**src/rtl/dilithium_lr_sequencer.sv**
```systemverilog
// Host-stream to low-resource Dilithium core sequencer: issues the ingest/execute/dump
// opcode sequences for keygen, verify and sign, with byte-exact message forwarding.
module dilithium_lr_sequencer #(
  parameter int DATA_W    = 32,
  parameter int LEN_W     = 32,
  parameter int PK_WORDS  = 328,
  parameter int SK_WORDS  = 640,
  parameter int SIG_WORDS = 605,
  parameter int TIMEOUT   = 0
) (
  input  logic              clk,
  input  logic              rst,
  input  logic              start,
  input  logic [1:0]        mode,
  output logic              busy,
  output logic              done,
  output logic              error,
  input  logic              s_valid,
  output logic              s_ready,
  input  logic [DATA_W-1:0] s_data,
  output logic              m_valid,
  input  logic              m_ready,
  output logic [DATA_W-1:0] m_data,
  output logic              m_last,
  output logic [3:0]        core_op,
  output logic              core_op_valid,
  input  logic              core_idle,
  output logic              core_din_valid,
  input  logic              core_din_ready,
  output logic [DATA_W-1:0] core_din,
  output logic              core_din_last,
  input  logic              core_dout_valid,
  output logic              core_dout_ready,
  input  logic [DATA_W-1:0] core_dout
);
  localparam int BYTES     = DATA_W / 8;
  localparam int MAX_PS    = (PK_WORDS > SK_WORDS) ? PK_WORDS : SK_WORDS;
  localparam int MAX_WORDS = (MAX_PS > SIG_WORDS) ? MAX_PS : SIG_WORDS;
  localparam int CNT_W     = $clog2(MAX_WORDS + 1);
  localparam int WD_W      = (TIMEOUT > 0) ? $clog2(TIMEOUT + 1) : 1;

  localparam logic [3:0] OP_ING_PK   = 4'b1100, OP_ING_SK   = 4'b1101,
                         OP_ING_SIG  = 4'b1110, OP_ING_SEED = 4'b1111,
                         OP_DUMP_PK  = 4'b1000, OP_DUMP_SK  = 4'b1001,
                         OP_DUMP_SIG = 4'b1010, OP_KEYGEN   = 4'b0111,
                         OP_DIGEST   = 4'b0001, OP_PRE_VER  = 4'b0101,
                         OP_VERIFY   = 4'b0100, OP_PRE_SIGN = 4'b0011,
                         OP_SIGN     = 4'b0010;

  typedef enum logic [3:0] {
    IDLE, ING_SEED, KG_EXEC, DUMP_SK, DUMP_PK, ING_PK, ING_SIG, PRE_VER,
    MSG_LEN, MSG, EXEC_VER, VER_OUT, ING_SK, PRE_SIGN, EXEC_SIGN, DUMP_SIG
  } state_t;

  state_t             state_q, state_d;
  logic               blank_q, err_q, sk_loaded_q, sign_q, res_q;
  logic [LEN_W-1:0]   len_q;
  logic [CNT_W-1:0]   wcnt_q, dump_tgt;
  logic [WD_W-1:0]    wd_q;
  logic               idle_ok, dump_full, last_en, s_hs, m_hs, dout_hs, wd_fire;
  logic               err_start, set_sk, clr_sk, done_c, err_c;

  assign dump_tgt  = (state_q == DUMP_PK) ? CNT_W'(PK_WORDS) :
                     (state_q == DUMP_SK) ? CNT_W'(SK_WORDS) : CNT_W'(SIG_WORDS);
  assign dump_full = (wcnt_q == dump_tgt);
  assign last_en   = (state_q == DUMP_PK) || (state_q == DUMP_SIG);
  // Core idle is stale for one cycle after an opcode: the core has not latched it yet.
  assign idle_ok   = core_idle && !blank_q;
  assign s_hs      = s_valid && s_ready;
  assign m_hs      = m_valid && m_ready;
  assign dout_hs   = core_dout_valid && core_dout_ready;
  assign wd_fire   = (TIMEOUT != 0) && (state_q != IDLE) && (wd_q == WD_W'(TIMEOUT));
  assign busy      = (state_q != IDLE);
  assign done      = (done_c || err_q) && !rst;
  assign error     = (err_c || err_q) && !rst;

  always_comb begin
    state_d = state_q; core_op = '0; core_op_valid = 1'b0;
    done_c = 1'b0; err_c = 1'b0; err_start = 1'b0; set_sk = 1'b0; clr_sk = 1'b0;
    s_ready = 1'b0; core_din_valid = 1'b0; core_din = s_data; core_din_last = 1'b0;
    m_valid = 1'b0; m_data = core_dout; m_last = 1'b0; core_dout_ready = 1'b0;

    if (state_q inside {ING_SEED, ING_PK, ING_SIG, ING_SK}) begin
      core_din_valid = s_valid;
      s_ready        = core_din_ready;
    end
    // Stop passing core words once the expected count is reached.
    if (state_q inside {DUMP_SK, DUMP_PK, DUMP_SIG} && !dump_full) begin
      m_valid         = core_dout_valid;
      core_dout_ready = m_ready;
      m_last          = core_dout_valid && last_en && (wcnt_q == dump_tgt - CNT_W'(1));
    end

    case (state_q)
      IDLE: if (start) begin
        case (mode)
          2'd0: begin state_d = ING_SEED; core_op = OP_ING_SEED; core_op_valid = 1'b1; end
          2'd1: begin state_d = ING_PK;   core_op = OP_ING_PK;   core_op_valid = 1'b1; end
          2'd2: begin state_d = ING_SK;   core_op = OP_ING_SK;   core_op_valid = 1'b1; end
          default:
            if (sk_loaded_q) begin
              state_d = PRE_SIGN; core_op = OP_PRE_SIGN; core_op_valid = 1'b1;
            end else err_start = 1'b1;
        endcase
      end
      ING_SEED: if (idle_ok) begin state_d = KG_EXEC; core_op = OP_KEYGEN;   core_op_valid = 1'b1; end
      KG_EXEC:  if (idle_ok) begin state_d = DUMP_SK; core_op = OP_DUMP_SK;  core_op_valid = 1'b1; end
      DUMP_SK:  if (dump_full && idle_ok) begin
        state_d = DUMP_PK; core_op = OP_DUMP_PK; core_op_valid = 1'b1;
      end
      DUMP_PK:  if (dump_full && idle_ok) begin state_d = IDLE; done_c = 1'b1; set_sk = 1'b1; end
      ING_PK:   if (idle_ok) begin state_d = ING_SIG; core_op = OP_ING_SIG;  core_op_valid = 1'b1; end
      ING_SIG:  if (idle_ok) begin state_d = PRE_VER; core_op = OP_PRE_VER;  core_op_valid = 1'b1; end
      PRE_VER:  if (idle_ok) state_d = MSG_LEN;
      ING_SK:   if (idle_ok) begin state_d = PRE_SIGN; core_op = OP_PRE_SIGN; core_op_valid = 1'b1; end
      PRE_SIGN: if (idle_ok) begin state_d = MSG_LEN; set_sk = 1'b1; end
      MSG_LEN: begin
        s_ready = 1'b1;
        if (s_valid) begin state_d = MSG; core_op = OP_DIGEST; core_op_valid = 1'b1; end
      end
      MSG: begin
        if (len_q != '0) begin
          core_din_valid = s_valid;
          s_ready        = core_din_ready;
          core_din_last  = (len_q <= LEN_W'(BYTES));
        end else if (idle_ok) begin
          state_d       = sign_q ? EXEC_SIGN : EXEC_VER;
          core_op       = sign_q ? OP_SIGN : OP_VERIFY;
          core_op_valid = 1'b1;
        end
      end
      EXEC_VER: begin
        core_dout_ready = 1'b1;
        if (idle_ok) state_d = VER_OUT;
      end
      VER_OUT: begin
        m_valid = 1'b1;
        m_data  = {{(DATA_W-1){1'b0}}, res_q};
        m_last  = 1'b1;
        if (m_ready) begin state_d = IDLE; done_c = 1'b1; end
      end
      EXEC_SIGN: if (idle_ok) begin state_d = DUMP_SIG; core_op = OP_DUMP_SIG; core_op_valid = 1'b1; end
      DUMP_SIG:  if (dump_full && idle_ok) begin state_d = IDLE; done_c = 1'b1; end
      default: state_d = IDLE;
    endcase

    if (wd_fire) begin
      state_d = IDLE; done_c = 1'b1; err_c = 1'b1; clr_sk = 1'b1; set_sk = 1'b0;
      core_op = '0; core_op_valid = 1'b0; s_ready = 1'b0; core_din_valid = 1'b0;
      core_din_last = 1'b0; m_valid = 1'b0; m_last = 1'b0; core_dout_ready = 1'b0;
    end
  end

  always_ff @(posedge clk) begin
    if (rst) begin
      state_q <= IDLE; blank_q <= 1'b0; err_q <= 1'b0; sk_loaded_q <= 1'b0;
      sign_q <= 1'b0; res_q <= 1'b0; len_q <= '0; wcnt_q <= '0; wd_q <= '0;
    end else begin
      state_q <= state_d;
      blank_q <= core_op_valid;
      err_q   <= err_start;
      if (clr_sk)      sk_loaded_q <= 1'b0;
      else if (set_sk) sk_loaded_q <= 1'b1;
      if (state_q == IDLE && start) sign_q <= mode[1];
      if (state_q == EXEC_VER && dout_hs) res_q <= core_dout[0];
      if (state_q == MSG_LEN && s_hs) len_q <= s_data[LEN_W-1:0];
      else if (state_q == MSG && s_hs)
        len_q <= (len_q > LEN_W'(BYTES)) ? len_q - LEN_W'(BYTES) : '0;
      if (state_d != state_q) wcnt_q <= '0;
      else if (m_hs)          wcnt_q <= wcnt_q + CNT_W'(1);
      if (state_d != state_q || s_hs || m_hs || dout_hs) wd_q <= '0;
      else if (state_q != IDLE && TIMEOUT != 0)          wd_q <= wd_q + WD_W'(1);
    end
  end
endmodule

```
**config.mk**
```make
export PLATFORM = sky130hd
export DESIGN_NAME = dilithium_lr_sequencer
export DESIGN_NICKNAME = d
export VERILOG_FILES = /design/src/rtl/dilithium_lr_sequencer.sv
export SDC_FILE = /design/constraint.sdc
export NUM_CORES = 1
export LEC_CHECK = 0
export ABC_AREA = 0
export ABC_CLOCK_PERIOD_IN_PS = 6040
export CAP_MARGIN = 20
export CORE_ASPECT_RATIO = 0.9
export CORE_MARGIN = 2
export CORE_UTILIZATION = 30
export CTS_CLUSTER_DIAMETER = 80
export DETAILED_ROUTE_END_ITERATION = 6
export GPL_TIMING_DRIVEN = 0
export PLACE_DENSITY_LB_ADDON = 0.05
export SKIP_LAST_GASP = 1
export SYNTH_ARGS = -nofsm -noshare
export SYNTH_HDL_FRONTEND = slang
export SYNTH_SLANG_ARGS = --single-unit
```
**constraint.sdc**
```tcl
create_clock -name clk -period 6.04 [get_ports clk]
set_input_delay 0.906 -clock clk [delete_from_list [all_inputs] [get_ports clk]]
set_output_delay 0.906 -clock clk [all_outputs]
set_load 0.005 [all_outputs]
```
Word-level counts from Yosys, hierarchy flattened --
Cells that the tools add are included.
Operators by class: $add $sub $neg 3, $lt $le $gt $ge 2, equality and inequality tests 20, mux-type cells 66, bitwise gates (word level) 2, reduce and logical (&&, ||, !) cells 32
Operators by type and width (number):
- 32-bit 2-to-1 mux | 4
- 4-bit 2-to-1 mux | 21
- 4-bit case mux with 14 select lines | 1
- 4-bit case mux with 10 select lines | 1
- 4-bit equality test (second input constant) | 8
- 32-bit by 3-bit > comparator with 1-bit output (second input constant) | 1
- 32-bit by 3-bit <= comparator with 1-bit output (second input constant) | 1
- 32-bit nonzero test | 1
- 32-bit by 3-bit subtractor with 32-bit output (second input constant) | 1
- 4-bit case mux with 3 select lines | 2
- 1-bit 2-to-1 mux | 23
- 10-bit equality test | 2
- 3-bit 2-to-1 mux | 6
- 4-bit by 3-bit equality test with 1-bit output (second input constant) | 4
- 1-bit logical AND | 14
- 6-bit OR reduction | 2
- 10-bit by 1-bit adder with 10-bit output (second input constant) | 1
- 10-bit 2-to-1 mux | 1
- 10-bit by 1-bit subtractor with 10-bit output (second input constant) | 1
- 4-bit by 2-bit equality test with 1-bit output (second input constant) | 2
- 8-bit 2-to-1 mux | 1
- 4-bit nonzero test | 2
- 1-bit case mux with 2 select lines | 3
- 2-bit OR reduction | 3
- other kinds (14) | 19
Storage, ports and cells: register bits 51, input bits 74, output and inout port bits 78, logic and storage cells 133

Logic depth before layout (Yosys ltp) --
Gate-level depths: netlist (run 1).
depth in word-level cells 10, depth in mapped cells 11, gate-level depth less buffers 9

Worst setup path after synthesis (run 1) --
Ideal clock, no wire load.
kind input to output, start input port core_idle, end output port core_op[0], data arrival time 1.942 ns, required time 5.134 ns, slack 3.192 ns, stages 7, buffers on the path 2, cells stage by stage nor2b_1 clkbuf_1 clkbuf_1 nand2_1 a21oi_1 a31oi_1 o21ai_0
Between the ends: cells in the longest elaborated chain, start to end 4, elaborated cells between the ends (all ways) 8, classes of those cells 7 x mux; 1 x reduce/logical
Ends and longest elaborated chain:
- start: declaration | line 27 | input logic core_idle,
- 1-bit logical AND * | line 68 | assign idle_ok = core_idle && !blank_q;
- 3-bit 2-to-1 mux | line 126 | end else if (idle_ok) begin
- 3-bit 2-to-1 mux | line 122 | if (len_q != '0) begin
- 4-bit case mux with 10 select lines * | line 94 | case (state_q)
- end: declaration | line 25 | output logic [3:0] core_op,
Every way passes the cells marked *; elsewhere a longest branch is shown, timed or not.

Worst setup path in the final report (run 1) --
start input port s_valid, end output port core_op_valid
Between the ends: cells in the longest elaborated chain, start to end 2
Ends and longest elaborated chain:
- start: declaration | line 18 | input logic s_valid,
- 1-bit 2-to-1 mux | line 119 | if (s_valid) begin state_d = MSG; core_op = OP_DIGEST; core_op_valid = 1'b1; end
- 1-bit case mux with 5 select lines | line 94
- end: declaration | line 26 | output logic core_op_valid,
Every way passes these cells.

==> summary.txt, run 1 <==
Status
  • Status: finished clean

Logic synthesis
  • Yosys top cell by area: dfxtp_1
  • Syn Nets: 677
  • Sequential cell area fraction in the yosys report: 0.2360
  • Mapped Cells: 594
  • Fraction of registers with async set/reset: 0
  • Synth Register Bits: 51
  • Adder-cell share of the synthesized area: 0.02603
  • Mean area per synthesized cell: 7.284 um^2
  • Distinct cell type count after synthesis: 74
  • Xor/xnor share of the synthesized area: 0.02429
  • Synth Area in Compound Gates: 0.2571
  • Primary FF master, synth: dfxtp_1
  • Area of the mapped netlist: 4327 um^2
  • Synth area leaders: dfxtp_1 (24%), buf_4 (5.7%), nor2_1 (5.4%)
  • Top cell type's share of synthesized area: 0.2360
  • Largest family of logic cells by synthesized area: simple AND/OR/NAND/NOR gates
  • Mux share of post-synthesis cell area: 0.01677
  • Post-synth EDFFs: 0
  • Synth Warn #: 0
  • Post-synthesis simple-gate area fraction: 0.3297

Worst setup path
  • Slowest cell delay on critical path: 0.69 ns
  • CP Cell Sequence: clkdlybuf4s50_1 -> nand2_1 -> nor3_1 -> clkbuf_1 -> nor3_1 -> nand3_1 -> clkdlybuf4s50_1
  • Crit path capture type: output port
  • Worst Path Max Fanout: 10
  • Worst path slowest cell: nor3_1
  • Setup crit start kind: input port
  • Setup CP Type: input port to output port
  • Crit path required time: 5.13 ns
  • Crit path DAT: 3.66 ns

STA
  • Fmax: 219.0 MHz
  • Clk_skew: 0.005585 ns
  • Final Hold Viols: 0
  • Unrepaired setup endpoints after global routing: no
  • Setup TNS: 0 ns
  • Final Max Slew Viols: 0
  • Fin crit share: 0.7559
  • Min Tclk post-route: 4.565 ns
  • Actual slew at the worst max-slew pin: 0.8851 ns
  • Setup violations, final: 0
  • Slew headroom: 0.4054

Global routing
  • Congestion Overflow GR: 0
  • First-pass GRT wire length: 25,120 um
  • Initial antenna violation count: 0
  • Number of global-route vias before repair: 4,739
  • Largest net degree at the start of global routing: 16
  • Total global-route track usage: 0.2059

Drt
  • Number of DRC markers in iteration 0: 507
  • DR vias/cell: 5.395
  • Drc violations: 0
  • Drt first pass iters: 6
  • Antenna Nets Post-Route: 0
  • Via count: 5,098
  • Routed wire per std cell: 16.79 um
  • Routed WL: 15,860 um

CTS
  • CTS tree: yes
  • Setup Buffers After CTS: 0
  • Post-cts gate resize count: 0
  • CTS max path bufs: 2
  • Hold Buf Count CTS: 0
  • Clock Latency Late Sink: 0.31 ns
  • Clk pin slew, worst setup/hold paths: 0.07 ns
  • CTS Root Cell: clkbuf_16
  • CTS H-tree depth: 2
  • Sink Count: 51
  • TritonCTS Buffers: 5

Floorplan
  • Die area: 15,400 um^2
  • Die X: 130.6 um
  • Initial Util: 0.3078
  • I/O pins: 152
  • Die Ht: 117.9 um
  • Num rows: 41
  • Core Area: 14,060 um^2

Final layout
  • Antenna diodes: 0
  • Synth-to-layout area growth: 43.78%
  • Fillcell total: 1,486
  • Layout cells sized above 1: 0.09840
  • Post-layout net count: 834
  • Final Util: 0.4426

Power
  • Max VDD drop: 0.1334 mV
  • Pwr/cell area: 240.1 nW/um^2
  • LEAKAGE: 2.219 nW
  • Total power: 0.001494 W

Worst hold path
  • Hold crit path type: register to register

Placement
  • DP HPWL: 12,080 um
  • GP Congestion: 0.8874
  • Port Buffers: 150

Run
  • Max_cap viols: 0
## sequential cells by signal, summed over array words and instances (netlist names)
register     count
state_q          4
wcnt_q          10
sk_loaded_q      1
len_q           32
err_q            1
sign_q           1
res_q            1
blank_q          1
## area by class of cell
type                       instances  area, um^2  share of cell area
buffer                            70       409.1             0.06577
clock inverter                     1       8.758            0.001408
clock buffer                       7       142.6             0.02293
inverter                          18       67.56             0.01086
tap                              193       241.5             0.03882
multi-input combinational        455        2829              0.4547
sequential                        51        1021              0.1641
timing repair buffer             150        1501              0.2414
## cell usage in the layout, fill, tap and decap left out, types with 4 or more instances in the layout
cell,n
a211oi_1,5
a21oi_1,43
a22oi_1,13
a31oi_1,17
a32oi_1,4
and2_1,34
and3_1,5
buf_2,12
buf_4,33
clkbuf_1,22
clkbuf_16,5
clkdlybuf4s50_1,150
dfxtp_1,51
ha_1,9
inv_1,17
mux2i_1,5
nand2_1,50
nand2b_1,6
nand3_1,15
nand4_1,10
nor2_1,62
nor2b_1,10
nor3_1,18
nor3b_1,5
nor4_1,12
o21a_1,4
o21ai_0,40
or3_1,6
or4_1,7
xnor2_1,10
## cell usage after synthesis (9+ instances only)
cell type   n
buf_2      12
o21ai_0    40
nand4_1    10
nor2_1     62
nor2b_1    10
nor3_1     18
inv_1      17
nor4_1     12
a21oi_1    43
and2_1     34
a22oi_1    13
xnor2_1    10
nand3_1    15
dfxtp_1    51
buf_4      33
a31oi_1    17
clkbuf_1   21
nand2_1    50
ha_1        9
## routing by layer
layer | track usage | vias to the layer above | routed length [um]
li1 | - | 2455 | -
met2 | 0.3018 | 243 | 6847
met3 | 0.04182 | 14 | 1412
met1 | 0.3058 | 2386 | 7414
met5 | 0 | - | 0
met4 | 0.05053 | 0 | 189
## worst max-delay path, delay by kind of cell
| kind | cells | cell delay (ns) |
|---|---|---|
| simple gates | 4 | 1.07 |
| buf+inv | 3 | 1.68 |
## through the flow
step / hold WS, ns / std cells / cell area, um^2 / worst slack, ns
final: 0.5031 / 945 / 6221 / 1.475
after global routing: 0.5244 / 945 / 6221 / 1.144
after CTS: 0.5084 / 945 / 6221 / 1.445
after detailed placement: 0.4912 / 937 / 6070 / 1.458
after global placement: 0.4784 / 937 / 6070 / 1.382
after floorplan: 0.4593 / 594 / 4327 / 3.192
## power by group
| group | switching, W | internal, W | total, W |
|---|---|---|---|
| clock network | 0.000148 | 0.000167 | 0.000315 |
| logic | 0.000458 | 0.000345 | 0.000803 |
| registers | 0.0000223 | 0.000354 | 0.000376 |
| total | 0.000628 | 0.000865 | 0.00149 |
## worst paths after layout
check / slack, ns / cells after the start / endpoint / startpoint
worst min register to register: 0.50 / 2 / res_q / res_q
worst min-delay path: 0.50 / 2 / res_q / res_q
worst max register to register: 3.05 / 9 / len_q[1] / len_q[15]
worst max-delay path: 1.47 / 7 / core_op_valid / s_valid
## kinds of logic (layout without fill, tap and decap cells)
logic type / after synthesis / in the layout
buffers and inverters: 88 / 246
muxes: 7 / 7
DFF: 51 / 51
and+or+nand+nor: 261 / 261
adders and majority gates: 9 / 9
xor gates and xnor gates: 12 / 12
AOI/OAI and AO/OA: 166 / 166
Power figures use the tool's default switching activity.
==> inputs of run 2 (changes only) <==
--- a/config.mk
+++ b/config.mk
@@ -6,7 +6,7 @@
 export NUM_CORES = 1
 export LEC_CHECK = 0
 export ABC_AREA = 0
-export ABC_CLOCK_PERIOD_IN_PS = 6040
+export ABC_CLOCK_PERIOD_IN_PS = 4290
 export CAP_MARGIN = 20
 export CORE_ASPECT_RATIO = 0.9
 export CORE_MARGIN = 2
==> constraint.sdc (replaced) <==
create_clock -name clk -period 4.29 [get_ports clk]
set_input_delay 0.6435 -clock clk [delete_from_list [all_inputs] [get_ports clk]]
set_output_delay 0.6435 -clock clk [all_outputs]
set_load 0.005 [all_outputs]
==> summary.txt, run 2 (synthesis gave the netlist of run 1 again) <==
STA
  • Setup TNS: 0 ns
  • Final Max Slew Viols: 0
  • Unrepaired setup endpoints after global routing: no
  • Fin crit share: 0.9307
  • Min Tclk post-route: 3.993 ns
  • Setup violations, final: 0
  • Actual slew at the worst max-slew pin: 0.7300 ns
  • Clk_skew: 0.006752 ns
  • Final worst slack: 0.2974 ns
  • Fmax: 250.5 MHz
  • Final Hold Viols: 0
  • Worst hold slack: 0.5030 ns
  • Slew headroom: 0.5133

Worst setup path
  • Reg2Reg Setup Slack: 1.32 ns
  • Worst Path Max Fanout: 10
  • Crit path capture type: output port
  • Crit Reg-Reg Endpoint: len_q[1]
  • Setup CP Type: input port to output port
  • Setup crit start kind: input port
  • Crit path DAT: 3.35 ns
  • Crit path required time: 3.65 ns
  • Crit path from: core_idle
  • Reg2reg path depth: 9
  • Crit path to: core_op[0]
  • Reg2reg start: len_q[15]

Final layout
  • Largest regs: len_q: 32 flops, wcnt_q: 10 flops, state_q: 4 flops
  • Layout cells sized above 1: 0.09973
  • Antenna diodes: 0
  • Post-layout net count: 834
  • Non-Filler Cell Area, Final: 6226 um^2
  • Largest register FFs: 32
  • Final Util: 0.4429
  • Commonest cells after routing, fill and taps aside: clkdlybuf4s50_1 (150), nor2_1 (62), dfxtp_1 (51)
  • Largest Register: len_q
  • Synth-to-layout area growth: 43.90%
  • Fillcell total: 1,484
  • Most common cell after layout, fill and taps aside: clkdlybuf4s50_1

Floorplan
  • Die X: 130.6 um
  • Num rows: 41
  • Initial Util: 0.3078
  • Core Area: 14,060 um^2
  • I/O pins: 152
  • Die area: 15,400 um^2
  • Die Ht: 117.9 um

Placement
  • GP Congestion: 0.8874
  • Port Buffers: 150
  • DP HPWL: 12,080 um
  • Place WS: 0.2334 ns
  • Placed instance area: 6070 um^2

Power
  • Combinational share of power: 0.538
  • LEAKAGE: 2.223 nW
  • Pwr/cell area: 337.8 nW/um^2
  • Cell internal pwr: 0.001218 W
  • Sequential Power Share: 0.252
  • Sw power: 0.0008848 W
  • Switching Fraction: 0.4207
  • Max VDD drop: 0.1893 mV
  • Clock power frac: 0.210

CTS
  • CTS tree: yes
  • Clk pin slew, worst setup/hold paths: 0.07 ns
  • CTS H-tree depth: 2
  • Setup Buffers After CTS: 0
  • CTS Root Cell: clkbuf_16
  • Clock Latency Late Sink: 0.31 ns
  • Post-cts gate resize count: 0
  • Hold Buf Count CTS: 0
  • Sink Count: 51
  • CTS max path bufs: 2
  • TritonCTS Buffers: 5

Drt
  • Routed WL: 15,850 um
  • Drc violations: 0
  • Routed wire per std cell: 16.78 um
  • DR vias/cell: 5.394
  • Via count: 5,097
  • Antenna Nets Post-Route: 0
  • Number of DRC markers in iteration 0: 413
  • Drt first pass iters: 5

Global routing
  • Congestion Overflow GR: 0
  • Largest net degree at the start of global routing: 16
  • Number of global-route vias before repair: 4,739
  • First-pass GRT wire length: 25,120 um
  • Total global-route track usage: 0.2059
  • Initial antenna violation count: 0

Run
  • Max_cap viols: 0

Status
  • Status: finished clean

Worst hold path
  • Hold crit path type: register to register
==> run 2: cell counts in the layout (fill, tap and decap cells not counted) <==
Identical to the previous run, type by type.
==> run 2: worst min path at each step <==
stage	startpoint	end	slack, ns	cells past startpoint
2_1_floorplan	res_q	res_q	0.46	2
3_5_place_dp	len_q[0]	len_q[0]	0.49	2
3_3_place_gp	res_q	res_q	0.48	2
6_report	res_q	res_q	0.50	2
5_1_grt	len_q[1]	len_q[1]	0.52	2
4_1_cts	len_q[0]	len_q[0]	0.51	2
==> run 2: metal layers <==
metal / share of wire / vias up / track usage / wire length (um)
li1: - / 2459 / - / -
met1: 0.47 / 2403 / 0.3058 / 7468
met2: 0.44 / 220 / 0.3018 / 6914
met3: 0.080 / 15 / 0.04182 / 1276
met4: 0.012 / 0 / 0.05053 / 194
met5: 0 / - / 0 / 0
==> run 2: layout make-up <==
cell class	instances	area, um^2	area share
multi-input cells	455	2834	0.4552
repair buffers	150	1501	0.2412
flip-flops and latches	51	1021	0.1640
plain buffers	70	409.1	0.06572
well taps	193	241.5	0.03879
clock buffers	7	142.6	0.02291
inverters	18	67.56	0.01085
clock inverters	1	8.758	0.001407
==> run 2: power by group through the flow <==
stage | clock network (W) | logic, W | registers, W
finish | 0.000441 | 0.00113 | 0.000530
global route | 0.000467 | 0.00123 | 0.000534
CTS | 0.000450 | 0.00112 | 0.000529
detailed placement | 0 | 0.00112 | 0.000540
global placement | 0 | 0.00112 | 0.000539
floorplan | 0 | 0.000693 | 0.000531
==> run 2: through the flow <==
stage                     cells  power (W)
final                       945   0.002103
after global routing        945   0.002235
after CTS                   945   0.002102
after detailed placement    937   0.001657
after global placement      937   0.001656
after floorplan             594   0.001224
==> run 2: critical path, stage by stage <==
cell             delay (ns)
clkdlybuf4s50_1        0.50
nor2b_1                0.14
clkbuf_1               0.36
clkbuf_1               0.49
nand2_1                0.10
a21oi_1                0.22
a31oi_1                0.07
o21ai_0                0.27
clkdlybuf4s50_1        0.55
